$ cat src/rtl/de1_soc_life_top.sv
// rtl/de1_soc_life_top.sv - 16x16 toroidal Game of Life with row-scanned LED matrix and hex status
module de1_soc_life_top #(
  parameter int SCAN_DIV_BITS = 4,
  parameter int RUN_DIV_BITS  = 6
) (
  input  logic        CLOCK_50,
  input  logic [9:0]  SW,
  input  logic [3:0]  KEY,
  output logic [9:0]  LEDR,
  output logic [6:0]  HEX0,
  output logic [6:0]  HEX1,
  output logic [6:0]  HEX2,
  output logic [6:0]  HEX3,
  output logic [6:0]  HEX4,
  output logic [6:0]  HEX5,
  output logic [35:0] GPIO_1
);

  typedef logic [15:0][15:0] grid_t;

  logic rst;
  assign rst = SW[8];

  logic unused_inputs;
  assign unused_inputs = ^{SW[9], SW[6:2], KEY[3], KEY[1]};

  // Index 0 tracks KEY[0] (step), index 1 tracks KEY[2] (load).
  logic [1:0] sync1_q, sync2_q, last_q, pulse_q;
  logic       step_pulse, load_pulse;

  always_ff @(posedge CLOCK_50) begin
    if (rst) begin
      sync1_q <= 2'b11;
      sync2_q <= 2'b11;
      last_q  <= 2'b11;
      pulse_q <= 2'b00;
    end else begin
      sync1_q <= {KEY[2], KEY[0]};
      sync2_q <= sync1_q;
      last_q  <= sync2_q;
      pulse_q <= last_q & ~sync2_q;
    end
  end

  assign step_pulse = pulse_q[0];
  assign load_pulse = pulse_q[1];

  logic [RUN_DIV_BITS-1:0] run_cnt_q;
  logic                    run_tick, step;

  always_ff @(posedge CLOCK_50) begin
    if (rst) run_cnt_q <= '0;
    else     run_cnt_q <= run_cnt_q + RUN_DIV_BITS'(1);
  end

  assign run_tick = &run_cnt_q;
  assign step     = step_pulse | (SW[7] & run_tick);

  function automatic logic next_cell(input grid_t g, input logic [3:0] r, input logic [3:0] c);
    logic [3:0] ru, rd, cl, cr, n;
    ru = r - 4'd1;
    rd = r + 4'd1;
    cl = c - 4'd1;
    cr = c + 4'd1;
    n = {3'd0, g[ru][cl]} + {3'd0, g[ru][c]} + {3'd0, g[ru][cr]}
      + {3'd0, g[r][cl]}                     + {3'd0, g[r][cr]}
      + {3'd0, g[rd][cl]} + {3'd0, g[rd][c]} + {3'd0, g[rd][cr]};
    next_cell = (n == 4'd3) || (g[r][c] && (n == 4'd2));
  endfunction

  function automatic grid_t seed_pattern(input logic [1:0] sel);
    seed_pattern = '0;
    case (sel)
      2'd0: begin
        seed_pattern[0] = 16'h0002;
        seed_pattern[1] = 16'h0004;
        seed_pattern[2] = 16'h0007;
      end
      2'd1: seed_pattern[7] = 16'h01C0;
      2'd2: begin
        seed_pattern[7] = 16'h0180;
        seed_pattern[8] = 16'h0180;
      end
      default: ;
    endcase
  endfunction

  function automatic logic [6:0] hex7(input logic [3:0] v);
    case (v)
      4'h0: hex7 = 7'h40;  4'h1: hex7 = 7'h79;  4'h2: hex7 = 7'h24;  4'h3: hex7 = 7'h30;
      4'h4: hex7 = 7'h19;  4'h5: hex7 = 7'h12;  4'h6: hex7 = 7'h02;  4'h7: hex7 = 7'h78;
      4'h8: hex7 = 7'h00;  4'h9: hex7 = 7'h10;  4'hA: hex7 = 7'h08;  4'hB: hex7 = 7'h03;
      4'hC: hex7 = 7'h46;  4'hD: hex7 = 7'h21;  4'hE: hex7 = 7'h06;  default: hex7 = 7'h0E;
    endcase
  endfunction

  grid_t      grid_q, grid_d, prev_q, prev_d, next_grid;
  logic [7:0] gen_q, gen_d;
  logic [8:0] pop;

  always_comb begin
    next_grid = '0;
    for (int r = 0; r < 16; r++)
      for (int c = 0; c < 16; c++)
        next_grid[r][c] = next_cell(grid_q, 4'(r), 4'(c));
  end

  always_comb begin
    pop = '0;
    for (int r = 0; r < 16; r++)
      for (int c = 0; c < 16; c++)
        pop = pop + {8'd0, grid_q[r][c]};
  end

  // Load outranks step when both land in the same cycle.
  always_comb begin
    grid_d = grid_q;
    prev_d = prev_q;
    gen_d  = gen_q;
    if (load_pulse) begin
      grid_d = seed_pattern(SW[1:0]);
      prev_d = '0;
      gen_d  = 8'd0;
    end else if (step) begin
      prev_d = grid_q;
      grid_d = next_grid;
      gen_d  = gen_q + 8'd1;
    end
  end

  always_ff @(posedge CLOCK_50) begin
    if (rst) begin
      grid_q <= '0;
      prev_q <= '0;
      gen_q  <= 8'd0;
    end else begin
      grid_q <= grid_d;
      prev_q <= prev_d;
      gen_q  <= gen_d;
    end
  end

  logic [SCAN_DIV_BITS-1:0] scan_cnt_q;
  logic [3:0]               row_q;
  logic [35:0]              gpio_q;

  always_ff @(posedge CLOCK_50) begin
    if (rst) begin
      scan_cnt_q <= '0;
      row_q      <= 4'd0;
      gpio_q     <= '0;
    end else begin
      scan_cnt_q <= scan_cnt_q + SCAN_DIV_BITS'(1);
      if (&scan_cnt_q) row_q <= row_q + 4'd1;
      gpio_q <= {grid_q[row_q] & ~prev_q[row_q], grid_q[row_q], row_q};
    end
  end

  assign GPIO_1 = gpio_q;
  assign HEX0   = hex7(gen_q[3:0]);
  assign HEX1   = hex7(gen_q[7:4]);
  assign HEX2   = 7'h7F;
  assign HEX3   = hex7(pop[3:0]);
  assign HEX4   = hex7(pop[7:4]);
  assign HEX5   = hex7({3'd0, pop[8]});
  assign LEDR   = {SW[8], 7'd0, (pop == 9'd0), SW[7]};

endmodule

$ cat config.mk
export PLATFORM = sky130hd
export DESIGN_NAME = de1_soc_life_top
export DESIGN_NICKNAME = d
export VERILOG_FILES = /design/src/rtl/de1_soc_life_top.sv
export SDC_FILE = /design/constraint.sdc
export NUM_CORES = 2
export LEC_CHECK = 0
export BUFFER_PORTS_ARGS = -buffer_cell sky130_fd_sc_hd__buf_2
export CAP_MARGIN = 20
export CORE_ASPECT_RATIO = 1.75
export CORE_MARGIN = 3
export CORE_UTILIZATION = 32
export CTS_BUF_LIST = sky130_fd_sc_hd__clkbuf_16
export DETAILED_ROUTE_END_ITERATION = 10
export PLACE_DENSITY = 0.56
export SYNTH_ARGS = -nofsm -noshare
export SYNTH_HDL_FRONTEND = slang
export SYNTH_SLANG_ARGS = --single-unit
$ cat constraint.sdc
create_clock -name CLOCK_50 -period 11.2 [get_ports CLOCK_50]
set_input_delay 1.12 -clock CLOCK_50 [delete_from_list [all_inputs] [get_ports CLOCK_50]]
set_output_delay 1.12 -clock CLOCK_50 [all_outputs]
set_load 0.01 [all_outputs]
Yosys cells after proc, flatten, opt, wreduce, memory -nomap -nowiden
Memories as Yosys holds them, arrays and structs flattened. A register that Yosys moved wholly into a read port is not among the register bits. Index checks and enable logic that the tools add are counted.

Register bits: 578. ROM bits: 448. Input bits: 15. Output and inout bits: 88. Word-level logic and storage cells: 3150. Memories: 4.

Memories: (no name shown) (words 16, bits a word 7, rd ports 1, clocked after Yosys merged registers in 0, wr ports 0, RTL line 89) `case (v)`; (no name shown) (words 16, bits a word 7, rd ports 1, clocked after Yosys merged registers in 1, wr ports 0, RTL line 89); (no name shown) (words 16, bits a word 7, rd ports 1, clocked after Yosys merged registers in 1, wr ports 0, RTL line 89); (no name shown) (words 16, bits a word 7, rd ports 1, clocked after Yosys merged registers in 0, wr ports 0, RTL line 89).

$add $sub $neg: 2051. Order comparisons: 1. Equal/unequal tests: 514. Mux-type cells: 14. Bitwise gates (word level): 7. Reduce and logical (&&, ||, !) cells: 518.

Operator list (count): 4-bit by 1-bit adder with 4-bit output (1024); 9-bit by 1-bit adder with 9-bit output (247); 4-bit by 2-bit == test with 1-bit output (second input constant) (512); 3-bit by 1-bit adder with 4-bit output (257); 2-bit by 1-bit adder with 3-bit output (257); 1-bit by 1-bit adder with 2-bit output (257); 144-bit two-way mux (2); 1-bit logical AND (256); 1-bit logical OR (256); 16-bit binary-select mux with 4-bit select (2); 35-bit two-way mux (1); 16-bit two-way mux (2); 9-bit one-hot mux with 2 select lines (1); 16-bit bitwise AND (1); 4-bit two-way mux (4); 16-bit inverter (1); 7-bit one-hot mux with 2 select lines (1); 8-bit by 1-bit adder with 9-bit output (1); 9-bit logical NOT (1); 9-bit two-way mux (1); 4-bit by 1-bit adder with 4-bit output (second input constant) (2); 7-bit by 1-bit adder with 8-bit output (1); 8-bit by 1-bit adder with 8-bit output (second input constant) (1); 6-bit by 1-bit adder with 7-bit output (1); 16 further kinds (16).

Longest topological paths before layout
Depth after elaboration: 257. Gate-level depth with buffers: 31. Depth with buffers taken out: 31.

Worst setup path after synthesis
OpenSTA, ideal clock, no wires.

Path kind: reg-to-output. Start: reg grid_q[131] (netlist bit). End: out HEX4[4]. Arrival: 8445 ps. Data required time: 10080 ps. Setup slack: 1635 ps. Stages on the path, launching flop included: 30. Path buffers: 0. Cells stage by stage: dfxtp_1 > inv_1 > fa_1 > inv_1 > fa_1 > inv_1 > fa_1 > fa_1 > inv_1 > fa_1 > fa_1 > inv_1 > fa_1 > fa_1 > inv_1 > fa_1 > fa_1 > inv_1 > fa_1 > inv_1 > ha_1 > a211o_1 > o211ai_1 > nand2b_1 > a21oi_1 > xnor2_1 > inv_1 > ha_1 > mux2_2 > a22o_1.

Cells in the longest elaborated chain, start to end: 126.

Ends and longest elaborated chain: start, declared (RTL line 97) `grid_t grid_q, grid_d, prev_q, prev_d, next_grid;`; start signal, assigned (RTL line 137) `grid_q <= grid_d;`; 9-bit by 1-bit adder with 9-bit output (125 in series) (RTL line 112) `pop = pop + {8'd0, grid_q[r][c]};`; memory read 16 x 7 bit; end, declared (RTL line 14) `output logic [6:0] HEX4,`.

No other way between the ends.

Final worst setup path
Start: reg grid_q[117] (netlist bit). End: out HEX4[5].

Cells in the longest elaborated chain, start to end: 140.

Ends and longest elaborated chain (RTL line): 9-bit by 1-bit adder with 9-bit output (139 in series) (112); memory read 16 x 7 bit.

No other way between the ends.

==> results.cfg <==
[outcome]
status = completed

[clocking]
htree_levels = 3
cts-root-buf = clkbuf_16
tritoncts = done
insertion_delay_ns = 0.69
cts_buffer_depth = 3
clock_sinks = 592
cts.clk_slew.worst_paths_ns = 0.06
cts_hold_buf = 0
cts_buffers = 66

[die]
io_pins = 103
dieArea_mm2 = 0.227
dieHeight_um = 628
rows = 227
die_width_um = 361
core_mm2 = 0.219
initial_core_util_pct = 32.2

[global_route]
use_met3_pct = 3.00
grt_max_degree = 146
globalRouteMet1Util_pct = 22.3
grt_usage_pct = 22.8
gr-total-overflow = 0
antenna_found_initial = 6
grt_pass1_wl_um = 379000
gr-usage-met2_pct = 40.9
grt_busiest_layer = met2
grt_pass1_vias = 57701

[pwr]
powerDensity_mw_per_mm2 = 60.4
peakVddDrop_mv = 0.110
power_leakage_uw = 0.0391

[logic_synthesis]
synth_edf_count = 0
ys_seq_area_share_pct = 16.8
yosysWarnings = 0
yosysTopAreaCellShare_pct = 35.8
syn_avg_cell_area_um2 = 9.82
synthArstFlopShare_pct = 0
syn_inst = 7202
netlist_area_mm2 = 0.0707
ys_ff_latch = 592
synth_area_leaders = fa_1 36%, dfxtp_1 17%, ha_1 15%
ys_types = 61
synth_common_cells = 1534 x inv_1, 1265 x fa_1, 1034 x a21oi_1, 838 x ha_1, 592 x dfxtp_1
yosysMostFrequentCell = inv_1
yosysTopAreaCell = fa_1
synthFlopType = dfxtp_1

[critical_path]
reg2reg_from = grid_q[196]
r2r-end = grid_q[197]
cp.arrival_ns = 9.82
reg2regPathDepth = 11
ff2ff_setup_slack_ns = 6.95
cp_top_family = adder cells
worstSetupStartpointType = register
slowest_delay_ns = 0.80
cp.buffers_inverters = 8
endpoint_kind = output pin
worstPathRequired_ns = 10.08
cpMostUsedCell = fa_1
crit_fanout = 5
cp_slowest_cell = fa_2
crit_type = reg2out

[finish]
nets = 9505
areaGrowthSynthToFinish_pct = 10.4
ff_latch_area_mm2 = 0.0119
fillers = 21972
drive_gt1_share_pct = 8.70
final_area_mm2 = 0.0781
multi_input_area_mm2 = 0.0521
fin_cells = 10305

[min_path]
holdPathStages = 2
min_from = last_q[1]
min_delay_worst_endpoint = pulse_q[1]
hp-class = reg2reg

[drt]
routed_wl_um = 255000
wl_per_cell_um = 24.8
firstDrtPassIters = 6
vias = 53563
ant_nets = 0
drtIter0Drc = 3161
via_per_inst = 5.20
drc = 0

[timing]
fin_skew_ns = 0.0247
setup_viol = 0
hold_viol = 0
fin_crit_sh_pct = 97.7
layout_setup_ws_ns = 0.261
rsz0062_at_grt = yes
timing.fmax_mhz = 91.4
slew_headroom_pct = 26.9
final_max_slew_viol_count = 0
tightest_slew_ns = 1.09
min_period_ns = 10.94

[placed_design]
dpl_cell_area_mm2 = 0.0757
pre_cts_slack_ns = 0.494
place.gp.congestion = 0.947
dp_cells = 10171
hpwl_um = 205000
io_buffers = 77

[run]
drv_cap = 0
==> final cells by class <==
class / instances / area share (%)
repair buffers: 349 / 3.25
well taps: 2862 / 4.59
multi-input cells: 4841 / 66.7
diodes: 5 / 0.0160
inverters: 1537 / 7.42
clock inverters: 52 / 0.655
clock buffers: 67 / 2.15
flip-flops and latches: 592 / 15.2
==> worst min-delay path, cell delays in order (launching register included) <==
cell	delay [ns]
dfxtp_1	0.30
inv_1	0.04
nor2_1	0.03
==> power by group <==
part | internal [uW] | switching (uW)
combinational | 57.0 | 165
clock | 1290 | 1090
sequential | 2110 | 4.94
==> flip-flops by register name, summed over array words and instances (netlist names), 4 cells and up <==
signal,cells
run_cnt_q,6
HEX1,7
scan_cnt_q,4
grid_q,256
GPIO_1,36
row_q,4
HEX0,7
prev_q,256
gen_q,8
==> per-stage QoR <==
stage	power [uW]	hold WS, ns	TNS, ns	util, %
after global placement	2380	0.401	0	34.5
final	4720	0.410	0	35.6
after floorplan	2300	0.389	0	-
after detailed placement	2380	0.401	0	34.5
after CTS	4770	0.415	0	35.5
after global routing	4840	0.425	-0.0376	35.6
==> routing by layer <==
layer,up-vias,share of wire [%]
li1,23627,-
met5,-,0.011
met2,1893,51
met4,4,12
met1,27154,32
met3,885,4.8
==> how the worst max path moves through the flow <==
stage               slack [ns]  cells past startpoint  endpoint        start
detailed placement        0.49                     28   HEX4[3]  grid_q[107]
finish                    0.26                     27   HEX4[5]  grid_q[117]
global placement          0.53                     25   HEX4[5]  grid_q[175]
global route             -0.04                     29   HEX4[1]  grid_q[117]
CTS                       0.01                     30   HEX4[4]  grid_q[175]
floorplan                 1.64                     29   HEX4[4]  grid_q[131]
==> kinds of logic after synthesis <==
kind of cell               share of synthesized area, %
AOI/OAI and AO/OA                                  10.1
xor gates and xnor gates                          0.235
adders and majority gates                          50.6
buffers and inverters                              9.79
DFF                                                16.8
muxes                                              5.21
other                                            0.0106
and+or+nand+nor                                    7.28
==> what timing repair did <==
item,in CTS,in global routing
resized for setup,8,16
setup buffers,3,6
setup endpoints to repair,8,8
pin swaps,0,1
endpoints found under the hold margin,0,0
gates cloned,0,0
==> cell usage in the layout, fill, tap and decap left out, types with 7 or more instances in the layout <==
cell type	netlist	layout
a211oi_1	33	33
a21oi_1	1034	1032
buf_12	0	7
buf_2	71	77
buf_4	33	264
bufinv_16	0	8
clkbuf_16	0	67
clkinv_1	0	7
clkinv_2	0	8
clkinvlp_4	0	13
conb_1	2	17
dfxtp_1	592	582
fa_1	1265	1262
ha_1	838	837
inv_1	1534	1538
mux2i_1	36	35
mux4_2	145	145
nand2_1	532	532
nand3_1	264	264
nor2_1	25	25
nor2b_1	41	41
nor3_1	248	248
o21ai_0	263	263
o22ai_1	10	10
o31ai_1	11	11
xnor2_1	11	7
xor2_1	8	8
(Power assumes the default switching activity.)
